--- src/rtl/ibex_fp_fma_seq_if.sv ---
// Request, FPU-mux and result signals of the bf16 FMA sequencer.
// slave = sequencer side, master = pipeline/FPU/writeback side.
interface ibex_fp_fma_seq_if #(
  parameter int OpW = 4
);
  logic            req_valid_i;
  logic            req_ready_o;
  logic [1:0]      req_op_i;
  logic [15:0]     operand_a_i;
  logic [15:0]     operand_b_i;
  logic [15:0]     operand_c_i;
  logic            kill_i;
  logic            fpu_sel_o;
  logic [OpW-1:0]  fpu_op_o;
  logic [31:0]     fpu_operand_a_o;
  logic [15:0]     fpu_operand_b_o;
  logic [31:0]     fpu_result_i;
  logic            result_valid_o;
  logic            result_ready_i;
  logic [31:0]     result_o;
  logic            busy_o;

  modport slave (
    input  req_valid_i, req_op_i, operand_a_i, operand_b_i, operand_c_i,
    input  kill_i, fpu_result_i, result_ready_i,
    output req_ready_o, fpu_sel_o, fpu_op_o, fpu_operand_a_o, fpu_operand_b_o,
    output result_valid_o, result_o, busy_o
  );

  modport master (
    output req_valid_i, req_op_i, operand_a_i, operand_b_i, operand_c_i,
    output kill_i, fpu_result_i, result_ready_i,
    input  req_ready_o, fpu_sel_o, fpu_op_o, fpu_operand_a_o, fpu_operand_b_o,
    input  result_valid_o, result_o, busy_o
  );
endinterface

--- src/rtl/ibex_fp_fma_seq.sv ---
// bf16 FMA-family sequencer: multiply then add/sub on the shared FPU.
// Optional perf counters enabled by defining IBEX_FMA_SEQ_PERF_EN.
module ibex_fp_fma_seq #(
  parameter int             OpW     = 4,
  parameter logic [OpW-1:0] FpOpAdd = OpW'(0),
  parameter logic [OpW-1:0] FpOpSub = OpW'(1),
  parameter logic [OpW-1:0] FpOpMul = OpW'(2)
) (
  input  logic                clk_i,
  input  logic                rst_i,
  ibex_fp_fma_seq_if.slave    bus
`ifdef IBEX_FMA_SEQ_PERF_EN
  ,
  output logic [31:0]         perf_ops_o,
  output logic [15:0]         perf_kills_o
`endif
);

  typedef enum logic [1:0] {S_IDLE, S_MUL, S_ADD, S_DONE} state_e;

  state_e      r_state;
  state_e      w_state_next;
  logic [1:0]  r_op;
  logic [15:0] r_a;
  logic [15:0] r_b;
  logic [15:0] r_c;
  logic [15:0] r_prod;
  logic [31:0] r_result;
  logic        w_accept;
  logic        w_unused_fpu_lsbs;

  assign w_unused_fpu_lsbs = ^bus.fpu_result_i[15:0];

  assign bus.req_ready_o    = (r_state == S_IDLE) ||
                              ((r_state == S_DONE) && bus.result_ready_i);
  // kill wins over an accept even though ready still reads high
  assign w_accept           = bus.req_valid_i && bus.req_ready_o && !bus.kill_i;
  assign bus.result_valid_o = (r_state == S_DONE);
  assign bus.result_o       = r_result;
  assign bus.busy_o         = (r_state != S_IDLE);

  always_comb begin
    w_state_next        = r_state;
    bus.fpu_sel_o       = 1'b0;
    bus.fpu_op_o        = FpOpAdd;
    bus.fpu_operand_a_o = 32'h0;
    bus.fpu_operand_b_o = 16'h0;
    case (r_state)
      S_IDLE: if (w_accept) w_state_next = S_MUL;
      S_MUL: begin
        bus.fpu_sel_o       = 1'b1;
        bus.fpu_op_o        = FpOpMul;
        bus.fpu_operand_a_o = {r_a, 16'h0};
        bus.fpu_operand_b_o = r_b;
        w_state_next        = S_ADD;
      end
      S_ADD: begin
        bus.fpu_sel_o       = 1'b1;
        bus.fpu_op_o        = r_op[0] ? FpOpSub : FpOpAdd;
        bus.fpu_operand_a_o = {r_prod, 16'h0};
        bus.fpu_operand_b_o = r_c;
        w_state_next        = S_DONE;
      end
      S_DONE: if (bus.result_ready_i) w_state_next = w_accept ? S_MUL : S_IDLE;
      default: w_state_next = S_IDLE;
    endcase
    if (bus.kill_i) w_state_next = S_IDLE;
  end

  always_ff @(posedge clk_i) begin
    if (rst_i) begin
      r_state  <= S_IDLE;
      r_op     <= 2'd0;
      r_a      <= 16'h0;
      r_b      <= 16'h0;
      r_c      <= 16'h0;
      r_prod   <= 16'h0;
      r_result <= 32'h0;
    end else begin
      r_state <= w_state_next;
      if (w_accept) begin
        r_op <= bus.req_op_i;
        r_a  <= bus.operand_a_i;
        r_b  <= bus.operand_b_i;
        r_c  <= bus.operand_c_i;
      end
      // negated-product ops (FNMSUB/FNMADD) flip the product sign here
      if (r_state == S_MUL)
        r_prod <= {bus.fpu_result_i[31] ^ r_op[1], bus.fpu_result_i[30:16]};
      if ((r_state == S_ADD) && !bus.kill_i)
        r_result <= {bus.fpu_result_i[31:16], 16'h0};
    end
  end

`ifdef IBEX_FMA_SEQ_PERF_EN
  logic [31:0] r_perf_ops;
  logic [15:0] r_perf_kills;
  logic        w_handshake;

  assign w_handshake = (r_state == S_DONE) && bus.result_ready_i && !bus.kill_i;

  always_ff @(posedge clk_i) begin
    if (rst_i) begin
      r_perf_ops   <= 32'h0;
      r_perf_kills <= 16'h0;
    end else begin
      if (w_handshake && (r_perf_ops != 32'hFFFF_FFFF))
        r_perf_ops <= r_perf_ops + 32'd1;
      if (bus.kill_i && bus.busy_o && (r_perf_kills != 16'hFFFF))
        r_perf_kills <= r_perf_kills + 16'd1;
    end
  end

  assign perf_ops_o   = r_perf_ops;
  assign perf_kills_o = r_perf_kills;
`endif

endmodule
--- src/flat_wrapper.sv ---
// flat-port wrapper written by rule: the top's interface ports become plain ports
module ibex_fp_fma_seq_flat 
#(
  parameter int             OpW     = 4,
  parameter logic [OpW-1:0] FpOpAdd = OpW'(0),
  parameter logic [OpW-1:0] FpOpSub = OpW'(1),
  parameter logic [OpW-1:0] FpOpMul = OpW'(2)
)
  (clk_i, rst_i, bus_req_valid_i, bus_req_op_i, bus_operand_a_i, bus_operand_b_i, bus_operand_c_i, bus_kill_i, bus_fpu_result_i, bus_result_ready_i, bus_req_ready_o, bus_fpu_sel_o, bus_fpu_op_o, bus_fpu_operand_a_o, bus_fpu_operand_b_o, bus_result_valid_o, bus_result_o, bus_busy_o);
  ibex_fp_fma_seq_if #(.OpW(OpW)) bus_i ();
  input  logic clk_i;
  input  logic rst_i;
  input wire logic [$bits(bus_i.req_valid_i)-1:0] bus_req_valid_i;
  input wire logic [$bits(bus_i.req_op_i)-1:0] bus_req_op_i;
  input wire logic [$bits(bus_i.operand_a_i)-1:0] bus_operand_a_i;
  input wire logic [$bits(bus_i.operand_b_i)-1:0] bus_operand_b_i;
  input wire logic [$bits(bus_i.operand_c_i)-1:0] bus_operand_c_i;
  input wire logic [$bits(bus_i.kill_i)-1:0] bus_kill_i;
  input wire logic [$bits(bus_i.fpu_result_i)-1:0] bus_fpu_result_i;
  input wire logic [$bits(bus_i.result_ready_i)-1:0] bus_result_ready_i;
  output wire logic [$bits(bus_i.req_ready_o)-1:0] bus_req_ready_o;
  output wire logic [$bits(bus_i.fpu_sel_o)-1:0] bus_fpu_sel_o;
  output wire logic [$bits(bus_i.fpu_op_o)-1:0] bus_fpu_op_o;
  output wire logic [$bits(bus_i.fpu_operand_a_o)-1:0] bus_fpu_operand_a_o;
  output wire logic [$bits(bus_i.fpu_operand_b_o)-1:0] bus_fpu_operand_b_o;
  output wire logic [$bits(bus_i.result_valid_o)-1:0] bus_result_valid_o;
  output wire logic [$bits(bus_i.result_o)-1:0] bus_result_o;
  output wire logic [$bits(bus_i.busy_o)-1:0] bus_busy_o;
  assign bus_i.req_valid_i = bus_req_valid_i;
  assign bus_i.req_op_i = bus_req_op_i;
  assign bus_i.operand_a_i = bus_operand_a_i;
  assign bus_i.operand_b_i = bus_operand_b_i;
  assign bus_i.operand_c_i = bus_operand_c_i;
  assign bus_i.kill_i = bus_kill_i;
  assign bus_i.fpu_result_i = bus_fpu_result_i;
  assign bus_i.result_ready_i = bus_result_ready_i;
  assign bus_req_ready_o = bus_i.req_ready_o;
  assign bus_fpu_sel_o = bus_i.fpu_sel_o;
  assign bus_fpu_op_o = bus_i.fpu_op_o;
  assign bus_fpu_operand_a_o = bus_i.fpu_operand_a_o;
  assign bus_fpu_operand_b_o = bus_i.fpu_operand_b_o;
  assign bus_result_valid_o = bus_i.result_valid_o;
  assign bus_result_o = bus_i.result_o;
  assign bus_busy_o = bus_i.busy_o;
  ibex_fp_fma_seq #(.OpW(OpW), .FpOpAdd(FpOpAdd), .FpOpSub(FpOpSub), .FpOpMul(FpOpMul)) u_core (.clk_i(clk_i), .rst_i(rst_i), .bus(bus_i));
endmodule
--- config.mk ---
export PLATFORM = sky130hd
export DESIGN_NAME = ibex_fp_fma_seq_flat
export DESIGN_NICKNAME = d
export VERILOG_FILES = /design/src/rtl/ibex_fp_fma_seq_if.sv /design/src/rtl/ibex_fp_fma_seq.sv /design/src/flat_wrapper.sv
export SDC_FILE = /design/constraint.sdc
export NUM_CORES = 1
export LEC_CHECK = 0
export BUFFER_PORTS_ARGS = -buffer_cell sky130_fd_sc_hd__buf_2
export CORE_AREA = 2 2 93 95
export DETAILED_ROUTE_END_ITERATION = 12
export DIE_AREA = 0 0 95 97
export PLACE_DENSITY = 0.8
export REMOVE_ABC_BUFFERS = 1
export SLEW_MARGIN = 10
export SYNTH_ARGS = -nofsm -noshare
export SYNTH_HDL_FRONTEND = slang
export SYNTH_SLANG_ARGS = --single-unit
--- constraint.sdc ---
create_clock -name clk_i -period 1.6 [get_ports clk_i]
set_input_delay 0.24 -clock clk_i [delete_from_list [all_inputs] [get_ports clk_i]]
set_output_delay 0.24 -clock clk_i [all_outputs]
set_load 0.005 [all_outputs]
==> results.md <==
* Run status: complete, but fails checks
* Failing checks: setup timing
* Final WS setup at -0.219 ns
* Chip height at 97 um
* Async set-reset flop share out of synthesis at 0
* # DRC at 0
* WL per Instance at between 15 and 20 um
* CTS H-tree lvls at 3
* Max VDD drop at 0.000502 V
* Top-count cell post-synth: nand2_1
* RSZ-0062 raised after global routing: true
* Met1 WL at 4890 um
* Crit share post-route at 1.14
* CTS max path bufs at 2
* Layout cell share with drive strength beyond 1 at 0.437
* Hold Crit Endpoint: u_core.r_b[2]
* Max-cap violation count at 0
* Worst hold-check path type: in -> reg
* Clock sinks at 84
* GPL Wtd Cong at 0.779
* Reg2Reg Setup Slack at -0.12 ns
* Ant diodes at 0
* DR WL met2 at 5870 um
* Vias in the first global route at ~3.4k
* Initial Util at 0.465
* Final setup violation count at 85
* NumNets Final at roughly 700
* Synth area leaders: dfxtp_1 (44%), nand2_1 (13%), a21oi_1 (8.7%), buf_4 (6.7%), a22oi_1 (6.3%)
* Global route overflow at 0
* Min Tclk post-route at 1.82 ns
* Synth warn at 0
* Kind of critical path: reg -> out
* Final hold slack at 0.124 ns
* PwrDens at between 800 and 900 nW/um^2
* Fin. max-slew vios at 0
* Max Fclk at 0.550 GHz
* Post-synth EDFFs at 0
* Worst Path Arrival at about 1.6 ns
* Post-Route WL at around 12000 um
* R2r worst-path depth at 8
* Post-synth top area share at 0.444
* First-pass GRT wire length at between 15000 and 20000 um
* Synthesized area at about 3800 um^2
* Sequential-to-total area share from yosys stat at 0.444
* CTS Root Cell: clkbuf_8
* Pre-Repair DR Iteration Count at 4
* Worst EP required at 1.36 ns
* Leakage at approximately 2.2 nW
* CORE AREA at 8130 um^2
* Crit. End Element: output port
* Most used DFF post-synth: dfxtp_1
* Reg2reg end: u_core.r_a[5]
* Worst Clk Skew at 0.00848 ns
* Antenna violations before repair at 0
* Boundary Pins at 175
* #FFs+latches synth at between 80 and 90
* Rows at 33
* Clock-pin slew on the worst setup and hold paths at 0.08 ns
* Nature of the critical path startpoint: flip-flop
* HP Start: bus_operand_b_i[2]
* CTS buffer count at 9
* Final hold vios at 0
* Met3 wire len at a little over 800 um
* DR iter-0 viols at 123
* CP max FO at 8
* Port Buf Inserts at around 120
* RR Startpoint: u_core.r_state[0]
* Die area at between 9000 and 10000 um^2
* Hold depth at 3
* Vias/cell at ~5.2
* Total track usage at 0.217
* Count of unique library cells instantiated by Yosys at 25
* P&R area growth vs syn at 46.7%
* Largest net degree at the start of global routing at slightly above 50
* Uppermost layer routed: met4
* Synthesized area per cell at between 7 and 8 um^2
* Clk Latency, worst-skew pair at roughly 0.34 ns
* Post-synth top cells: nand2_1 (134), dfxtp_1 (84), a21oi_1 (66)
* Most area-hungry cell type in the Yosys netlist: dfxtp_1
* Post-Syn Instances at around 470
* Vias at approximately 3.7k
* Fill count at ~660
* CTS tree: yes
* Post-DRT Antenna Nets at 0
* Die W at 95 um
* Detailed placer's ending HPWL at 6610 um
* Final Total Pwr at between 4 and 5 mW
kinds of logic (layout without fill, tap and decap cells):
logic type,Yosys count,in the layout,synth area share
xor+xnor,1,1,0.00231
other cells,1,34,0.000990
flops,84,84,0.444
buf+inv,74,183,0.112
simple gates,189,189,0.214
mux,16,16,0.0423
fa+ha+maj,6,6,0.0198
compound gates,103,103,0.164
through the flow:
step                      cell area [um^2]  utilization  instances  setup slack (ns)  TNS (ns)
after floorplan                       3500            -        437            -0.642    -55.12
after global placement                4490        0.552        685            0.0460         0
after detailed placement              4490        0.552        685           -0.0296    -0.132
after CTS                             5090        0.626        709            -0.195     -5.35
after global routing                  5560        0.683        721            -0.295    -14.30
final                                 5560        0.683        721            -0.219     -9.76
how the worst max path moves through the flow:
stage	cells past startpoint	slack [ns]	startpoint	to
finish	5	-0.22	u_core.r_state[0]	bus_fpu_operand_b_o[1]
global route	5	-0.30	u_core.r_state[0]	bus_fpu_operand_b_o[1]
CTS	5	-0.19	u_core.r_state[0]	bus_fpu_operand_b_o[7]
detailed placement	5	-0.03	u_core.r_state[1]	bus_fpu_operand_a_o[27]
global placement	5	0.05	u_core.r_state[1]	bus_fpu_operand_a_o[27]
floorplan	4	-0.64	u_core.r_state[1]	bus_fpu_operand_a_o[16]
critical path: stages (launching register included):
cell and delay, ns:
dfxtp_2 0.37, inv_4 0.07, ha_4 0.36, clkbuf_16 0.17, nor2b_1 0.14, buf_2 0.13
layout make-up:
class                   count  area [um^2]  area share
inverters                   4         22.5     0.00405
flip-flops and latches     84         1690       0.304
repair buffers            164         1280       0.230
well taps                 105          131      0.0236
clock buffers              11          141      0.0255
multi-input cells         349         2200       0.396
clock inverters             4         97.6      0.0176
flip-flops by register name, indices dropped and copies added, names as in the netlist:
register             flops
u_core.r_prod           16
u_core.bus.result_o     16
u_core.r_op              2
u_core.r_b              16
u_core.r_c              16
u_core.r_a              16
u_core.r_state           2
cell usage in the layout, fill, tap and decap left out, types with 9 or more instances in the layout:
cell and count:
nand2_1 123, buf_2 121, dfxtp_1 82, a21oi_1 40, conb_1 34, a22oi_2 32, a21oi_2 26, nor2b_1 24
mux2i_1 16, nor2_1 16, buf_4 12, clkbuf_8 10, buf_12 10, nand2_2 9, buf_6 9
metal layers:
layer / track usage / vias up
met5: 0 / -
met4: 0.0825 / 0
met3: 0.0436 / 26
met2: 0.367 / 167
met1: 0.267 / 1774
li1: - / 1766
power breakdown:
group | total, mW | internal, mW | switching [mW]
clock network | 1.80 | 1.07 | 0.729
logic | 0.689 | 0.334 | 0.355
registers | 2.23 | 2.17 | 0.0573
repair_timing:
action	in CTS	in global routing
pin swaps	3	11
hold endpoints to repair	0	0
buffers inserted	6	3
gates cloned	3	10
gates resized for setup	56	66
setup endpoints to repair	35	75
hold buffers	0	0
Note: power is estimated with default switching activity, not from simulation.
